==> src/rtl/esfa_command_sequencer.sv <==
// esfa_command_sequencer: host command sequencer driving the 8-cell ESFA
// associative memory array (write / metadata / query) with a registered
// array-side interface and a valid/ready response channel for queries.
// Optional build macro: ESFA_CMD_SKID_EN adds a 1-entry command holding
// register so one command can be accepted while the sequencer is busy.
module esfa_command_sequencer #(
  parameter int unsigned HOLD_CYCLES = 1,
  parameter int unsigned QUERY_LAT   = 1,
  parameter logic [7:0]  IDLE_INDEX  = 8'hFF
) (
  input  logic       clk_i,
  input  logic       rst_ni,
  input  logic       cmd_valid_i,
  output logic       cmd_ready_o,
  input  logic [1:0] cmd_op_i,
  input  logic [7:0] cmd_index_i,
  input  logic [7:0] cmd_value_i,
  output logic [7:0] new_index_o,
  output logic [7:0] new_value_o,
  output logic [7:0] metadata_o,
  output logic       isMetadata_o,
  output logic [7:0] selector_o,
  input  logic       resultBool_i,
  input  logic [7:0] resultValue_i,
  output logic       rsp_valid_o,
  input  logic       rsp_ready_i,
  output logic       rsp_bool_o,
  output logic [7:0] rsp_value_o,
  output logic       busy_o
);

  typedef enum logic [1:0] {S_IDLE, S_DRIVE, S_WAIT, S_RESP} state_t;
  typedef enum logic [1:0] {OP_NOP = 2'd0, OP_WRITE = 2'd1, OP_META = 2'd2, OP_QUERY = 2'd3} op_t;

  // Counters are loaded with N-1 so the state lasts exactly N cycles.
  localparam int unsigned HOLD_EFF = (HOLD_CYCLES == 0) ? 1 : ((HOLD_CYCLES > 15) ? 15 : HOLD_CYCLES);
  localparam int unsigned QLAT_EFF = (QUERY_LAT == 0) ? 1 : ((QUERY_LAT > 15) ? 15 : QUERY_LAT);
  localparam logic [3:0]  HOLD_LD  = 4'(HOLD_EFF - 1);
  localparam logic [3:0]  QLAT_LD  = 4'(QLAT_EFF - 1);

  state_t     state_q, state_d;
  logic [3:0] cnt_q, cnt_d;
  op_t        op_q, op_d;
  logic [7:0] new_index_q, new_index_d;
  logic [7:0] new_value_q, new_value_d;
  logic [7:0] metadata_q, metadata_d;
  logic       is_meta_q, is_meta_d;
  logic [7:0] selector_q, selector_d;
  logic       rsp_valid_q, rsp_valid_d;
  logic       rsp_bool_q, rsp_bool_d;
  logic [7:0] rsp_value_q, rsp_value_d;

  logic       accept;
  logic       disp_go;
  op_t        disp_op;
  logic [7:0] disp_index;
  logic [7:0] disp_value;

  assign accept = cmd_valid_i && cmd_ready_o;

`ifdef ESFA_CMD_SKID_EN
  logic       skid_full_q, skid_full_d;
  op_t        skid_op_q;
  logic [7:0] skid_index_q;
  logic [7:0] skid_value_q;

  assign cmd_ready_o = !skid_full_q;

  // Dispatch source: a held command has priority; while it is held
  // cmd_ready is low, so the two sources never compete.
  always_comb begin
    disp_go    = 1'b0;
    disp_op    = OP_NOP;
    disp_index = '0;
    disp_value = '0;
    if (state_q == S_IDLE) begin
      if (skid_full_q) begin
        disp_go    = 1'b1;
        disp_op    = skid_op_q;
        disp_index = skid_index_q;
        disp_value = skid_value_q;
      end else if (accept) begin
        disp_go    = 1'b1;
        disp_op    = op_t'(cmd_op_i);
        disp_index = cmd_index_i;
        disp_value = cmd_value_i;
      end
    end
  end

  // Holding register fills on an accept while busy, empties on dispatch.
  always_comb begin
    skid_full_d = skid_full_q;
    if (state_q == S_IDLE && skid_full_q) skid_full_d = 1'b0;
    if (accept && state_q != S_IDLE)      skid_full_d = 1'b1;
  end

  // Holding register storage.
  always_ff @(posedge clk_i or negedge rst_ni) begin
    if (!rst_ni) begin
      skid_full_q  <= 1'b0;
      skid_op_q    <= OP_NOP;
      skid_index_q <= '0;
      skid_value_q <= '0;
    end else begin
      skid_full_q <= skid_full_d;
      if (accept && state_q != S_IDLE) begin
        skid_op_q    <= op_t'(cmd_op_i);
        skid_index_q <= cmd_index_i;
        skid_value_q <= cmd_value_i;
      end
    end
  end
`else
  assign cmd_ready_o = (state_q == S_IDLE);

  // Without the holding register only an idle accept dispatches.
  always_comb begin
    disp_go    = accept;
    disp_op    = op_t'(cmd_op_i);
    disp_index = cmd_index_i;
    disp_value = cmd_value_i;
  end
`endif

  // State, counter and registered outputs.
  always_ff @(posedge clk_i or negedge rst_ni) begin
    if (!rst_ni) begin
      state_q     <= S_IDLE;
      cnt_q       <= '0;
      op_q        <= OP_NOP;
      new_index_q <= IDLE_INDEX;
      new_value_q <= '0;
      metadata_q  <= '0;
      is_meta_q   <= 1'b0;
      selector_q  <= '0;
      rsp_valid_q <= 1'b0;
      rsp_bool_q  <= 1'b0;
      rsp_value_q <= '0;
    end else begin
      state_q     <= state_d;
      cnt_q       <= cnt_d;
      op_q        <= op_d;
      new_index_q <= new_index_d;
      new_value_q <= new_value_d;
      metadata_q  <= metadata_d;
      is_meta_q   <= is_meta_d;
      selector_q  <= selector_d;
      rsp_valid_q <= rsp_valid_d;
      rsp_bool_q  <= rsp_bool_d;
      rsp_value_q <= rsp_value_d;
    end
  end

  // Next-state and counter sequencing.
  always_comb begin
    state_d = state_q;
    cnt_d   = cnt_q;
    op_d    = op_q;
    case (state_q)
      S_IDLE: begin
        if (disp_go && disp_op != OP_NOP) begin
          state_d = S_DRIVE;
          op_d    = disp_op;
          cnt_d   = (disp_op == OP_QUERY) ? '0 : HOLD_LD;
        end
      end
      S_DRIVE: begin
        if (op_q == OP_QUERY) begin
          state_d = S_WAIT;
          cnt_d   = QLAT_LD;
        end else if (cnt_q == '0) begin
          state_d = S_IDLE;
        end else begin
          cnt_d = cnt_q - 4'd1;
        end
      end
      S_WAIT: begin
        if (cnt_q == '0) state_d = S_RESP;
        else             cnt_d   = cnt_q - 4'd1;
      end
      S_RESP: begin
        if (rsp_ready_i) state_d = S_IDLE;
      end
      default: state_d = S_IDLE;
    endcase
  end

  // Next values of the registered array-side and response outputs.
  always_comb begin
    new_index_d = new_index_q;
    new_value_d = new_value_q;
    metadata_d  = metadata_q;
    is_meta_d   = is_meta_q;
    selector_d  = selector_q;
    rsp_valid_d = rsp_valid_q;
    rsp_bool_d  = rsp_bool_q;
    rsp_value_d = rsp_value_q;
    case (state_q)
      S_IDLE: begin
        if (disp_go) begin
          case (disp_op)
            OP_WRITE: begin
              new_index_d = disp_index;
              new_value_d = disp_value;
              is_meta_d   = 1'b0;
            end
            OP_META: begin
              metadata_d = disp_value;
              is_meta_d  = 1'b1;
            end
            OP_QUERY: selector_d = disp_value;
            default: ;
          endcase
        end
      end
      S_DRIVE: begin
        if (op_q != OP_QUERY && cnt_q == '0) begin
          new_index_d = IDLE_INDEX;
          new_value_d = '0;
          metadata_d  = '0;
          is_meta_d   = 1'b0;
        end
      end
      S_WAIT: begin
        if (cnt_q == '0) begin
          rsp_bool_d  = resultBool_i;
          rsp_value_d = resultValue_i;
          rsp_valid_d = 1'b1;
          selector_d  = '0;
        end
      end
      S_RESP: begin
        if (rsp_ready_i) begin
          rsp_valid_d = 1'b0;
          rsp_bool_d  = 1'b0;
          rsp_value_d = '0;
        end
      end
      default: ;
    endcase
  end

  assign new_index_o  = new_index_q;
  assign new_value_o  = new_value_q;
  assign metadata_o   = metadata_q;
  assign isMetadata_o = is_meta_q;
  assign selector_o   = selector_q;
  assign rsp_valid_o  = rsp_valid_q;
  assign rsp_bool_o   = rsp_bool_q;
  assign rsp_value_o  = rsp_value_q;
  assign busy_o       = (state_q != S_IDLE);

endmodule

==> config.mk <==
export PLATFORM = sky130hd
export DESIGN_NAME = esfa_command_sequencer
export DESIGN_NICKNAME = d
export VERILOG_FILES = /design/src/rtl/esfa_command_sequencer.sv
export SDC_FILE = /design/constraint.sdc
export NUM_CORES = 1
export LEC_CHECK = 0
export CELL_PAD_IN_SITES_DETAIL_PLACEMENT = 2
export CELL_PAD_IN_SITES_GLOBAL_PLACEMENT = 2
export CORE_UTILIZATION = 29
export DETAILED_ROUTE_END_ITERATION = 7
export PLACE_DENSITY_LB_ADDON = 0.08
export REMOVE_ABC_BUFFERS = 1
export SLEW_MARGIN = 20
export SYNTH_ARGS = -nofsm -noshare
export SYNTH_HDL_FRONTEND = slang
export SYNTH_SLANG_ARGS = --single-unit
==> constraint.sdc <==
create_clock -name clk_i -period 2.18 [get_ports clk_i]
set_input_delay 0.436 -clock clk_i [delete_from_list [all_inputs] [get_ports clk_i]]
set_output_delay 0.436 -clock clk_i [all_outputs]
set_load 0.02 [all_outputs]
==> results.sh <==
export IMPL_timing_max_slew_rel_slack_pct=54.8
export IMPL_synthAdderAreaFrac_pct=3.33
export IMPL_endpoint_kind="register"
export IMPL_holdCritPathClass="in -> async"
export IMPL_wl_per_cell_microns=18.3
export IMPL_worst_r2r_setup_slack_ps=100
export IMPL_rr_startpoint="cnt_q[0]"
export IMPL_mostFrequentLayoutCell="sky130_fd_sc_hd__clkdlybuf4s50_1"
export IMPL_worst_setup_path_startpoint="cnt_q[0]"
export IMPL_final_setup_tns_ps=0
export IMPL_clockBufferDepth=2
export IMPL_async_reset_ff_share_pct=100
export IMPL_netlist_area_sq_um=2260
export IMPL_via_count_of_the_first_global_routing_pass=1993
export IMPL_final_antenna_net_count=0
export IMPL_grt_setup_unrepaired="no"
export IMPL_finalHoldWorstSlack_ps=81.3
export IMPL_nNetsFinal=297
export IMPL_clock_skew_final_ps=10.2
export IMPL_tritoncts_num_sinks=51
export IMPL_ys_seq_elements=51
export IMPL_synth_compound_area_share_pct=19.7
export IMPL_arrival_time_worst_endpoint_ps=2270
export IMPL_synth_xor_area_share_pct=0.388
export IMPL_first_pass_grt_wire_length_microns=10900
export IMPL_vdd_drop_max_mv=0.501
export IMPL_run_status="finished, final reports clean"
export IMPL_synth_top_family_by_area="compound AO/OA/AOI/OAI gates"
export IMPL_maximum_number_of_pins_on_one_net_before_global_route_repair=34
export IMPL_synth_enable_flop_cells=0
export IMPL_power_per_cell_area_nw_per_um2=1460
export IMPL_hpwlAfterDp_microns=4780
export IMPL_tritoncts="built"
export IMPL_intPower_mw=2.92
export IMPL_clkLatencyLatePin_ps=310
export IMPL_area_growth_synth_to_final_pct=46.6
export IMPL_top_library_cells_by_usage_in_the_layout_fill_and_taps_aside="72 x sky130_fd_sc_hd__clkdlybuf4s50_1, 43 x sky130_fd_sc_hd__dfrtp_1, 28 x sky130_fd_sc_hd__a22o_1"
export IMPL_floorplan_initialDensity_pct=30.6
export IMPL_tightestPinTransition_ps=674
export IMPL_synth_simple_gate_area_share_pct=11.5
export IMPL_hold_violations=0
export IMPL_final_layout_size_suffix_gt1_share_pct=17.2
export IMPL_yosys_mux_area_fraction_pct=5.77
export IMPL_die_y_microns=90.2
export IMPL_setup_viol_count_final=0
export IMPL_crit_path_max_fanout=8
export IMPL_critPathKind="reg -> reg"
export IMPL_port_buffers=75
export IMPL_critPathCapture="metadata_o[1]"
export IMPL_synth_sequential_area_ratio_pct=57.0
export IMPL_reg_to_reg_end="metadata_o[1]"
export IMPL_io_pins=76
export IMPL_p_leak_nw=1.44
export IMPL_share_clk_of_total_power_pct=13.9
export IMPL_routed_via_count=1773
export IMPL_critical_path_startpoint_type="register"
export IMPL_antenna_violations_before_repair=0
export IMPL_synthesis_yosys_warnings=0
export IMPL_cts_reportedPaths_clkPinSlew_ps=100
export IMPL_achievable_frequency_mhz=481
export IMPL_postRouteWirelength_microns=6590
export IMPL_synthesis_instances=174
export IMPL_std_cell_rows=31
export IMPL_remaining_drc_errors=0
export IMPL_drtPass1Iterations=4
export IMPL_drv_slew=0
export IMPL_layout_worst_path_cycle_share_pct=95.3
export IMPL_gp_congestion=0.733
export IMPL_cts_hold_fix_buffers=0
export IMPL_cts_root_buffer="sky130_fd_sc_hd__clkbuf_8"
export IMPL_power_switching_share_pct=39.5
export IMPL_num_antenna_cells=0
export IMPL_groute_usage_overall_pct=17.1
export IMPL_die_area_sq_um=8140
export IMPL_timing_reg2reg_worst_path_depth=6
export IMPL_cts_htree_levels=2
export IMPL_seq_power_share_pct=31.8
export IMPL_syn_area_per_cell_sq_um=13.0
export IMPL_grt_ovfl_total=0
export IMPL_tritoncts_num_buffers=5
export IMPL_detail_route_vias_per_cell=4.93
export IMPL_fp_coreArea_sq_um=7370
export IMPL_cp_required_ps=2370
export IMPL_dominantRegCellSynth="sky130_fd_sc_hd__dfrtp_1"
export IMPL_logic_pwr_share_pct=54.3
export IMPL_drt_iter0_markers=34
export IMPL_ys_types=37
export IMPL_power_switching_mw=1.91
export IMPL_post_route_min_period_ps=2080
export IMPL_cap_viol_max_count=0
export IMPL_floorplan_die_width_microns=90.2
[flip-flops by register name (all words and copies together) (netlist names), named ones only]
| name | count |
|---|---|
| state_q | 1 |
| rsp_value_o | 8 |
| new_index_o | 8 |
| isMetadata_o | 1 |
| rsp_bool_o | 1 |
| selector_o | 8 |
| cnt_q | 4 |
| new_value_o | 8 |
| op_q | 2 |
| rsp_valid_o | 1 |
| metadata_o | 8 |
[worst max-delay path, cell delays in order, from the launching register on]
cell,delay (ps)
sky130_fd_sc_hd__dfrtp_1,430
sky130_fd_sc_hd__inv_1,80
sky130_fd_sc_hd__ha_1,230
sky130_fd_sc_hd__or3b_1,430
sky130_fd_sc_hd__a221oi_2,350
sky130_fd_sc_hd__nand2_2,210
sky130_fd_sc_hd__a22o_1,230
[cells by family (layout without fill, tap and decap cells)]
group,Yosys count,count (layout)
DFF,51,51
and+or+nand+nor,43,43
buffers and inverters,10,97
muxes,11,11
xor gates and xnor gates,1,1
adders and majority gates,6,6
AOI/OAI and AO/OA,52,52
[synthesized netlist by cell type (all sizes together) (2+ instances only)]
master / number / share of area (%)
mux2: 10 / 5.3
inv: 5 / 0.83
buf: 2 / 0.89
nand2: 12 / 2.2
clkbuf: 3 / 0.50
dfstp: 8 / 9.3
ha: 6 / 3.3
nand3: 3 / 0.67
a32o: 2 / 0.89
nand2b: 4 / 1.1
a22o: 28 / 11
nor3b: 3 / 1.9
o22a: 8 / 3.1
o21ai: 6 / 1.3
dfrtp: 43 / 48
a21o: 2 / 0.67
nor2: 6 / 1.1
nor2b: 9 / 2.5
nor3: 2 / 0.67
[worst min-delay path by stage]
| stage | start | endpoint | cells after the start |
|---|---|---|---|
| floorplan | rst_ni | async pin | 0 |
| global placement | rst_ni | rsp_valid_o | 1 |
| detailed placement | rst_ni | rsp_valid_o | 1 |
| CTS | rst_ni | rsp_value_o[4] | 1 |
| global route | rst_ni | new_value_o[1] | 1 |
| finish | rst_ni | rsp_value_o[4] | 1 |
[per-layer routing]
metal / track usage, % / routed length [microns]
met1: 22.0 / 2890
met2: 29.6 / 3390
met3: 2.71 / 246
met4: 4.84 / 64
met5: 0 / 0
[cell type report]
cell class	count	area [sq um]
well taps	99	124
clock inverters	2	37.5
flip-flops and latches	51	1290
fillers	747	4060
repair buffers	84	836
multi-input cells	113	932
clock buffers	6	72.6
inverters	5	18.8
[power groups by stage]
stage          clock network, mW  logic (mW)  registers, mW
6_report                   0.671        2.62           1.54
5_1_grt                    0.730        2.82           1.58
4_1_cts                    0.698        2.60           1.54
3_5_place_dp                   0        2.59           1.55
3_3_place_gp                   0        2.51           1.55
2_1_floorplan                  0        1.07           1.88
[timing repair]
item,in CTS,in global routing
cloned,0,0
pin swaps,0,1
setup buffers,0,1
gates resized for setup,4,0
endpoints found under the setup margin,2,15
[stage by stage]
step | utilization [%] | total power [mW] | instance area (sq um) | std cells | worst slack [ps]
6_report | 44.9 | 4.82 | 3310 | 360 | 102
3_5_place_dp | 43.0 | 4.13 | 3170 | 351 | 17.9
2_1_floorplan | - | 2.95 | 2220 | 169 | 149
3_3_place_gp | 43.0 | 4.05 | 3170 | 351 | 108
5_1_grt | 44.9 | 5.13 | 3310 | 360 | 43.6
4_1_cts | 44.6 | 4.84 | 3290 | 359 | 25.3
Power figures use the tool's default switching activity.
